### config.mk
export PLATFORM = sky130hd
export DESIGN_NAME = alu_issue_ctrl
export DESIGN_NICKNAME = d
export VERILOG_FILES = /design/src/rtl/alu_issue_pkg.sv /design/src/rtl/alu_op_decode.sv /design/src/rtl/alu_issue_ctrl.sv
export SDC_FILE = /design/constraint.sdc
export NUM_CORES = 1
export LEC_CHECK = 0
export BUFFER_PORTS_ARGS = -buffer_cell sky130_fd_sc_hd__buf_2
export CAP_MARGIN = 20
export CORE_ASPECT_RATIO = 1.75
export CORE_MARGIN = 2
export CORE_UTILIZATION = 32
export CTS_BUF_LIST = sky130_fd_sc_hd__clkbuf_16
export CTS_CLUSTER_DIAMETER = 120
export DETAILED_ROUTE_END_ITERATION = 8
export HOLD_SLACK_MARGIN = 0.08
export PLACE_DENSITY = 0.69
export SYNTH_ARGS = -nofsm -noshare
export SYNTH_HDL_FRONTEND = slang
export SYNTH_HIERARCHICAL = 1
export SYNTH_SLANG_ARGS = --single-unit
### constraint.sdc
create_clock -name clk_i -period 3.42 [get_ports clk_i]
set_input_delay 0 -clock clk_i [delete_from_list [all_inputs] [get_ports clk_i]]
set_output_delay 0 -clock clk_i [all_outputs]
set_load 0.01 [all_outputs]
### src/rtl/alu_issue_pkg.sv
// Shared constants for the ALU issue controller: ALU ctrl codes, ALUOp and
// funct encodings, and the issue FSM state type.
package alu_issue_pkg;

  // ALU control codes; CTRL_BYPASS makes the ALU return 0.
  localparam logic [3:0] CTRL_AND    = 4'd0;
  localparam logic [3:0] CTRL_OR     = 4'd1;
  localparam logic [3:0] CTRL_ADD    = 4'd2;
  localparam logic [3:0] CTRL_SUB    = 4'd6;
  localparam logic [3:0] CTRL_SLT    = 4'd7;
  localparam logic [3:0] CTRL_NOR    = 4'd12;
  localparam logic [3:0] CTRL_BYPASS = 4'd15;

  localparam logic [2:0] ALUOP_ADD   = 3'b000;
  localparam logic [2:0] ALUOP_SUB   = 3'b001;
  localparam logic [2:0] ALUOP_RTYPE = 3'b010;
  localparam logic [2:0] ALUOP_SLT   = 3'b011;
  localparam logic [2:0] ALUOP_OR    = 3'b100;

  localparam logic [5:0] FUNCT_SLL = 6'h00;
  localparam logic [5:0] FUNCT_SRL = 6'h02;
  localparam logic [5:0] FUNCT_ADD = 6'h20;
  localparam logic [5:0] FUNCT_SUB = 6'h22;
  localparam logic [5:0] FUNCT_AND = 6'h24;
  localparam logic [5:0] FUNCT_OR  = 6'h25;
  localparam logic [5:0] FUNCT_NOR = 6'h27;
  localparam logic [5:0] FUNCT_SLT = 6'h2A;

  typedef enum logic [1:0] {
    ST_IDLE = 2'd0,
    ST_EXEC = 2'd1,
    ST_RESP = 2'd2
  } state_t;

endpackage

### src/rtl/alu_op_decode.sv
// Combinational ALUOp/funct decode into the 4-bit ALU ctrl code plus shift and
// illegal flags. Shift functs are legal only with ALU_ISSUE_SHIFT_EN defined.
module alu_op_decode
  import alu_issue_pkg::*;
(
  input  logic [2:0] aluop,
  input  logic [5:0] funct,
  output logic [3:0] ctrl,
  output logic       is_shift,
  output logic       illegal
);

  always_comb begin
    ctrl     = CTRL_BYPASS;
    is_shift = 1'b0;
    illegal  = 1'b0;
    case (aluop)
      ALUOP_ADD: ctrl = CTRL_ADD;
      ALUOP_SUB: ctrl = CTRL_SUB;
      ALUOP_SLT: ctrl = CTRL_SLT;
      ALUOP_OR:  ctrl = CTRL_OR;
      ALUOP_RTYPE: begin
        case (funct)
          FUNCT_ADD: ctrl = CTRL_ADD;
          FUNCT_SUB: ctrl = CTRL_SUB;
          FUNCT_AND: ctrl = CTRL_AND;
          FUNCT_OR:  ctrl = CTRL_OR;
          FUNCT_NOR: ctrl = CTRL_NOR;
          FUNCT_SLT: ctrl = CTRL_SLT;
`ifdef ALU_ISSUE_SHIFT_EN
          // Shifts are computed in the issue block; the ALU sees the bypass code.
          FUNCT_SLL, FUNCT_SRL: is_shift = 1'b1;
`endif
          default:   illegal = 1'b1;
        endcase
      end
      default: illegal = 1'b1;
    endcase
  end

endmodule

### src/rtl/alu_issue_ctrl.sv
// ALU issue controller: accepts one request, holds ALU inputs for SETTLE_CYC
// cycles, registers the response. Optional local shifts via ALU_ISSUE_SHIFT_EN.
module alu_issue_ctrl
  import alu_issue_pkg::*;
#(
  parameter int SETTLE_CYC = 1,
  parameter int DW         = 32
) (
  input  logic          clk_i,
  input  logic          rst_i,
  input  logic          req_valid_i,
  output logic          req_ready_o,
  input  logic [2:0]    aluop_i,
  input  logic [5:0]    funct_i,
  input  logic [4:0]    shamt_i,
  input  logic [DW-1:0] src1_i,
  input  logic [DW-1:0] src2_i,
  output logic [DW-1:0] alu_src1_o,
  output logic [DW-1:0] alu_src2_o,
  output logic [3:0]    alu_ctrl_o,
  input  logic [DW-1:0] alu_result_i,
  input  logic          alu_zero_i,
  output logic          rsp_valid_o,
  input  logic          rsp_ready_i,
  output logic [DW-1:0] rsp_result_o,
  output logic          rsp_zero_o,
  output logic          rsp_err_o,
  output logic [1:0]    state_o
);

  localparam logic [3:0] CNT_LOAD = 4'(SETTLE_CYC - 1);

  // Handshakes: a transfer happens on a rising edge where valid and ready are
  // both high; req accepted only in IDLE, rsp held stable in RESP until taken.

  state_t        state, state_n;
  logic [3:0]    cnt;
  logic          rst_done_q;
  logic [DW-1:0] src1_q, src2_q;
  logic [3:0]    ctrl_q;
  logic          err_q;
  logic [DW-1:0] rsp_result_q;
  logic          rsp_zero_q;
  logic [3:0]    dec_ctrl;
  logic          dec_is_shift;
  logic          dec_illegal;
  logic          accept;
  logic          capture;
  logic [DW-1:0] cap_result;
  logic          cap_zero;

  alu_op_decode u_decode (
    .aluop    (aluop_i),
    .funct    (funct_i),
    .ctrl     (dec_ctrl),
    .is_shift (dec_is_shift),
    .illegal  (dec_illegal)
  );

  assign req_ready_o  = (state == ST_IDLE) && rst_done_q;
  assign accept       = req_valid_i && req_ready_o;
  assign capture      = (state == ST_EXEC) && (cnt == 4'd0);
  assign rsp_valid_o  = (state == ST_RESP);
  assign alu_src1_o   = src1_q;
  assign alu_src2_o   = src2_q;
  assign alu_ctrl_o   = ctrl_q;
  assign rsp_result_o = rsp_result_q;
  assign rsp_zero_o   = rsp_zero_q;
  assign rsp_err_o    = err_q & rsp_valid_o;
  assign state_o      = state;

  always_ff @(posedge clk_i or negedge rst_i) begin
    if (!rst_i) state <= ST_IDLE;
    else        state <= state_n;
  end

  always_comb begin
    state_n = state;
    case (state)
      ST_IDLE: if (accept)      state_n = ST_EXEC;
      ST_EXEC: if (cnt == 4'd0) state_n = ST_RESP;
      ST_RESP: if (rsp_ready_i) state_n = ST_IDLE;
      default:                  state_n = ST_IDLE;
    endcase
  end

  // Keeps req_ready_o low until the first edge after reset release.
  always_ff @(posedge clk_i or negedge rst_i) begin
    if (!rst_i) rst_done_q <= 1'b0;
    else        rst_done_q <= 1'b1;
  end

`ifdef ALU_ISSUE_SHIFT_EN
  logic [4:0]    shamt_q;
  logic          shift_q;
  logic          shr_q;
  logic [DW-1:0] shift_res;

  assign shift_res = shr_q ? (src2_q >> shamt_q) : (src2_q << shamt_q);

  always_ff @(posedge clk_i or negedge rst_i) begin
    if (!rst_i) begin
      shamt_q <= '0;
      shift_q <= 1'b0;
      shr_q   <= 1'b0;
    end else if (accept) begin
      shamt_q <= shamt_i;
      shift_q <= dec_is_shift;
      shr_q   <= (funct_i == FUNCT_SRL);
    end
  end
`else
  logic unused_shift;
  assign unused_shift = ^{shamt_i, dec_is_shift};
`endif

  always_comb begin
    cap_result = alu_result_i;
    cap_zero   = alu_zero_i;
    if (err_q) begin
      cap_result = '0;
      cap_zero   = 1'b1;
    end
`ifdef ALU_ISSUE_SHIFT_EN
    else if (shift_q) begin
      cap_result = shift_res;
      cap_zero   = (shift_res == '0);
    end
`endif
  end

  always_ff @(posedge clk_i or negedge rst_i) begin
    if (!rst_i) begin
      cnt          <= 4'd0;
      src1_q       <= '0;
      src2_q       <= '0;
      ctrl_q       <= 4'd0;
      err_q        <= 1'b0;
      rsp_result_q <= '0;
      rsp_zero_q   <= 1'b0;
    end else begin
      if (accept) begin
        src1_q <= src1_i;
        src2_q <= src2_i;
        ctrl_q <= dec_ctrl;
        err_q  <= dec_illegal;
        cnt    <= CNT_LOAD;
      end else if (state == ST_EXEC && cnt != 4'd0) begin
        cnt <= cnt - 4'd1;
      end
      if (capture) begin
        rsp_result_q <= cap_result;
        rsp_zero_q   <= cap_zero;
      end
    end
  end

endmodule

==> results list <==
- The synthesized netlist occupies a cell area of 4676 sq um.
- After layout, the worst setup slack is 1.485 ns.
- Number of endpoints failing setup at the final stage: 0
* Total negative slack: 0 ns
- Number of CTS-inserted buffers: 9
- STA classifies the critical path startpoint as a register.
* Type of the worst min-delay path: in -> reg
- For this block, the initial DRC count from the detailed router was roughly 200.
- The tree is rooted in a clkbuf_16.
- Derived from the worst setup path, the maximum achievable clock frequency is 516.9 MHz.
* Max Slew Vio Count: 0
- The library cells used most frequently in the layout, excluding fill and tap cells, are 215 x nand2_1, 214 x buf_2, 109 x dfrtp_1.
* Endpoint of the most critical register-to-register path: alu_src2_o[12]
- The detailed router placed 4,167 vias in this run.
* Number of resized instances in the post-cts repair step: 0
- Clock tree from TritonCTS: done
- Dividing the detail-routed wire length by the instance count gives 13.93 um.
* Instance area after placement: 5919 sq um
- Once detail routing completed, the nets flagged for antenna violations numbered 0.
* Clock sinks: 109
* Cts hold-fix bufs: 103
* R2R cell count: 4
* Vias in the first global route: 4,192
* Crit Path Class: reg -> reg
- Detailed-placement wirelength estimate: 8442 um
* Number of antenna repair diodes: 0
* Final wirelength: 13,280 um
- The longest clock path from root to sink contains 2 buffers.
- Number of ports placed on the die boundary: roughly 220
- Final critical-path required period: 1.935 ns
- Setup repair after global routing left no endpoint under its margin.
* Later-pin clock latency in the skew report: 0.34 ns
- The global routing stage identified its most utilized layer as met2.
* Number of input and output port buffers inserted: 215
- Among the stages of the critical path, the cell type that occurs most often is nand2_1.
- The first global-routing pass estimated a little over 20,000 um of wire.
* Final Cycle Share: 56.57%
- Total global-route track usage: ~17%
* Data required time at the worst endpoint: 3.66 ns
- Floorplan row count: 58
* Area added between synthesis and finish: 55.12%
- Count of placed standard cells including taps: 834
- M2 GR Usage: 30.70%
- Gpl congestion: 0.7892
- For this run, global-route usage on met1 was measured as between 10% and 20%.
* Number of detailed-routing iterations run before antenna repair: 4
- Buffers added to address setup during post-CTS repair amount to 0.
- The analysis attributes to cell leakage a power of 3.991 nW.
- Entering global routing, the biggest net connects 62 pins.
- The largest individual stage delay along the critical path comes from the cell nand4bb_4.
* Die ar.: 15,630 sq um
* Hold Crit Depth: 5
- Post-CTS clock slew at the launch and capture registers of the worst setup and hold paths: around 0.080 ns
- Cells fill 50.74% of the core in the end.
- The design draws 5.643 mW.
- Initial core utilization: between 30% and 40%
- After technology mapping, the gate count stands at 458.
* Hold WS: around 0.11 ns
- Global routing consumed, on the met3 layer, under 10% of the routing resources.
- For the worst setup path, the data arrival time is 2.17 ns.
- Critical path fanouts, max: 38
- GRT overflow: 0
* Final standard cell area without fillers: between 7000 and 8000 sq um
- Dividing total power by cell area gives a power density of 778.0 nW/um^2.
* Yosys Warn Count: 6
* Cell Chain, Critical Path: nand4bb_4, buf_4, nand2_1, nand2_1
- Setup Skew: 0.009854 ns
- H-Tree Level Count: 3
- Worst rel slew slack: between 40% and 50%
- Max-capacitance violation count: 0
* Hold_sp: funct_i[3]
- Run status: complete, no violations
* Critical path capture point type: register
* Worst vdd ir: 0.3583 mV
- The initial antenna violation count was 0.
- Most frequent standard cell in the layout excluding fill and tap cells: nand2_1
* Share of final-layout standard cells stronger than drive strength 1: 35.06%
- Timing analysis after detailed placement gives a worst setup slack of 1.443 ns.
- The die is 163.9 um tall.
- The die is 95.38 um wide.
- For hold timing, the worst endpoint is alu_ctrl_o[2].
- Setup slack of the most critical reg-to-reg path: around 1.5 ns
- The region available for standard cell placement spans 14,300 sq um.
- The net count of the finished layout is 886.
* Synthesized area per cell: 10.21 sq um
* Mapped Nets: roughly 580
- The finished layout holds 953 standard cells, fillers aside.
* Final-report hold violation count: 0
- Via-to-Cell Ratio: around 4.4
- For the pin with the worst max-slew slack, the measured transition is 0.7931 ns.
- In this run the critical register-to-register path is launched from state_o[1].
- The largest single stage delay on the critical path is about 0.66 ns.
- Number of remaining DRC errors: 0
-- sequential cells by signal, indices dropped and copies added, names as in the netlist --
register and count:
alu_ctrl_o 4, alu_src1_o 32, err_q 1, rst_done_q 1, state_o 2, rsp_result_o 32, cnt 4, rsp_zero_o 1
alu_src2_o 32
-- layer usage --
metal  vias to the layer above  share of wire, %
met1                      1970                37
met3                        22               4.0
met2                       123                56
li1                       2052                 -
met5                         -                 0
met4                         0               2.7
-- critical path: cells and delay by family, from the launching register on --
family | cells | cell delay [ns]
buf+inv | 1 | 0.48
simple gates | 3 | 0.86
flops | 1 | 0.48
-- worst max-delay path by stage --
| stage | start | to | slack (ns) | cells past startpoint |
|---|---|---|---|---|
| floorplan | cnt[0] | rsp_result_o[10] | 1.92 | 6 |
| detailed placement | state_o[1] | alu_src2_o[19] | 1.44 | 4 |
| global route | state_o[1] | alu_src2_o[12] | 1.31 | 4 |
| CTS | state_o[1] | alu_src2_o[19] | 1.43 | 4 |
| global placement | state_o[1] | alu_src2_o[11] | 1.46 | 4 |
| finish | state_o[1] | alu_src2_o[12] | 1.49 | 4 |
-- report_power, final --
| group | total (mW) | internal [mW] | switching, mW |
|---|---|---|---|
| combinational | 2.43 | 1.17 | 1.25 |
| sequential | 2.23 | 1.90 | 0.333 |
| clock | 0.986 | 0.499 | 0.488 |
| total | 5.64 | 3.57 | 2.08 |
-- layout make-up --
| class | instances | area, sq um |
|---|---|---|
| multi-input cells | 321 | 1818 |
| clock inverters | 6 | 50.05 |
| well taps | 180 | 225.2 |
| fillers | 1285 | 7043 |
| inverters | 6 | 22.52 |
| repair buffers | 322 | 2185 |
| clock buffers | 9 | 225.2 |
| flip-flops and latches | 109 | 2728 |
No activity file was read; power rests on OpenSTA's default activity.
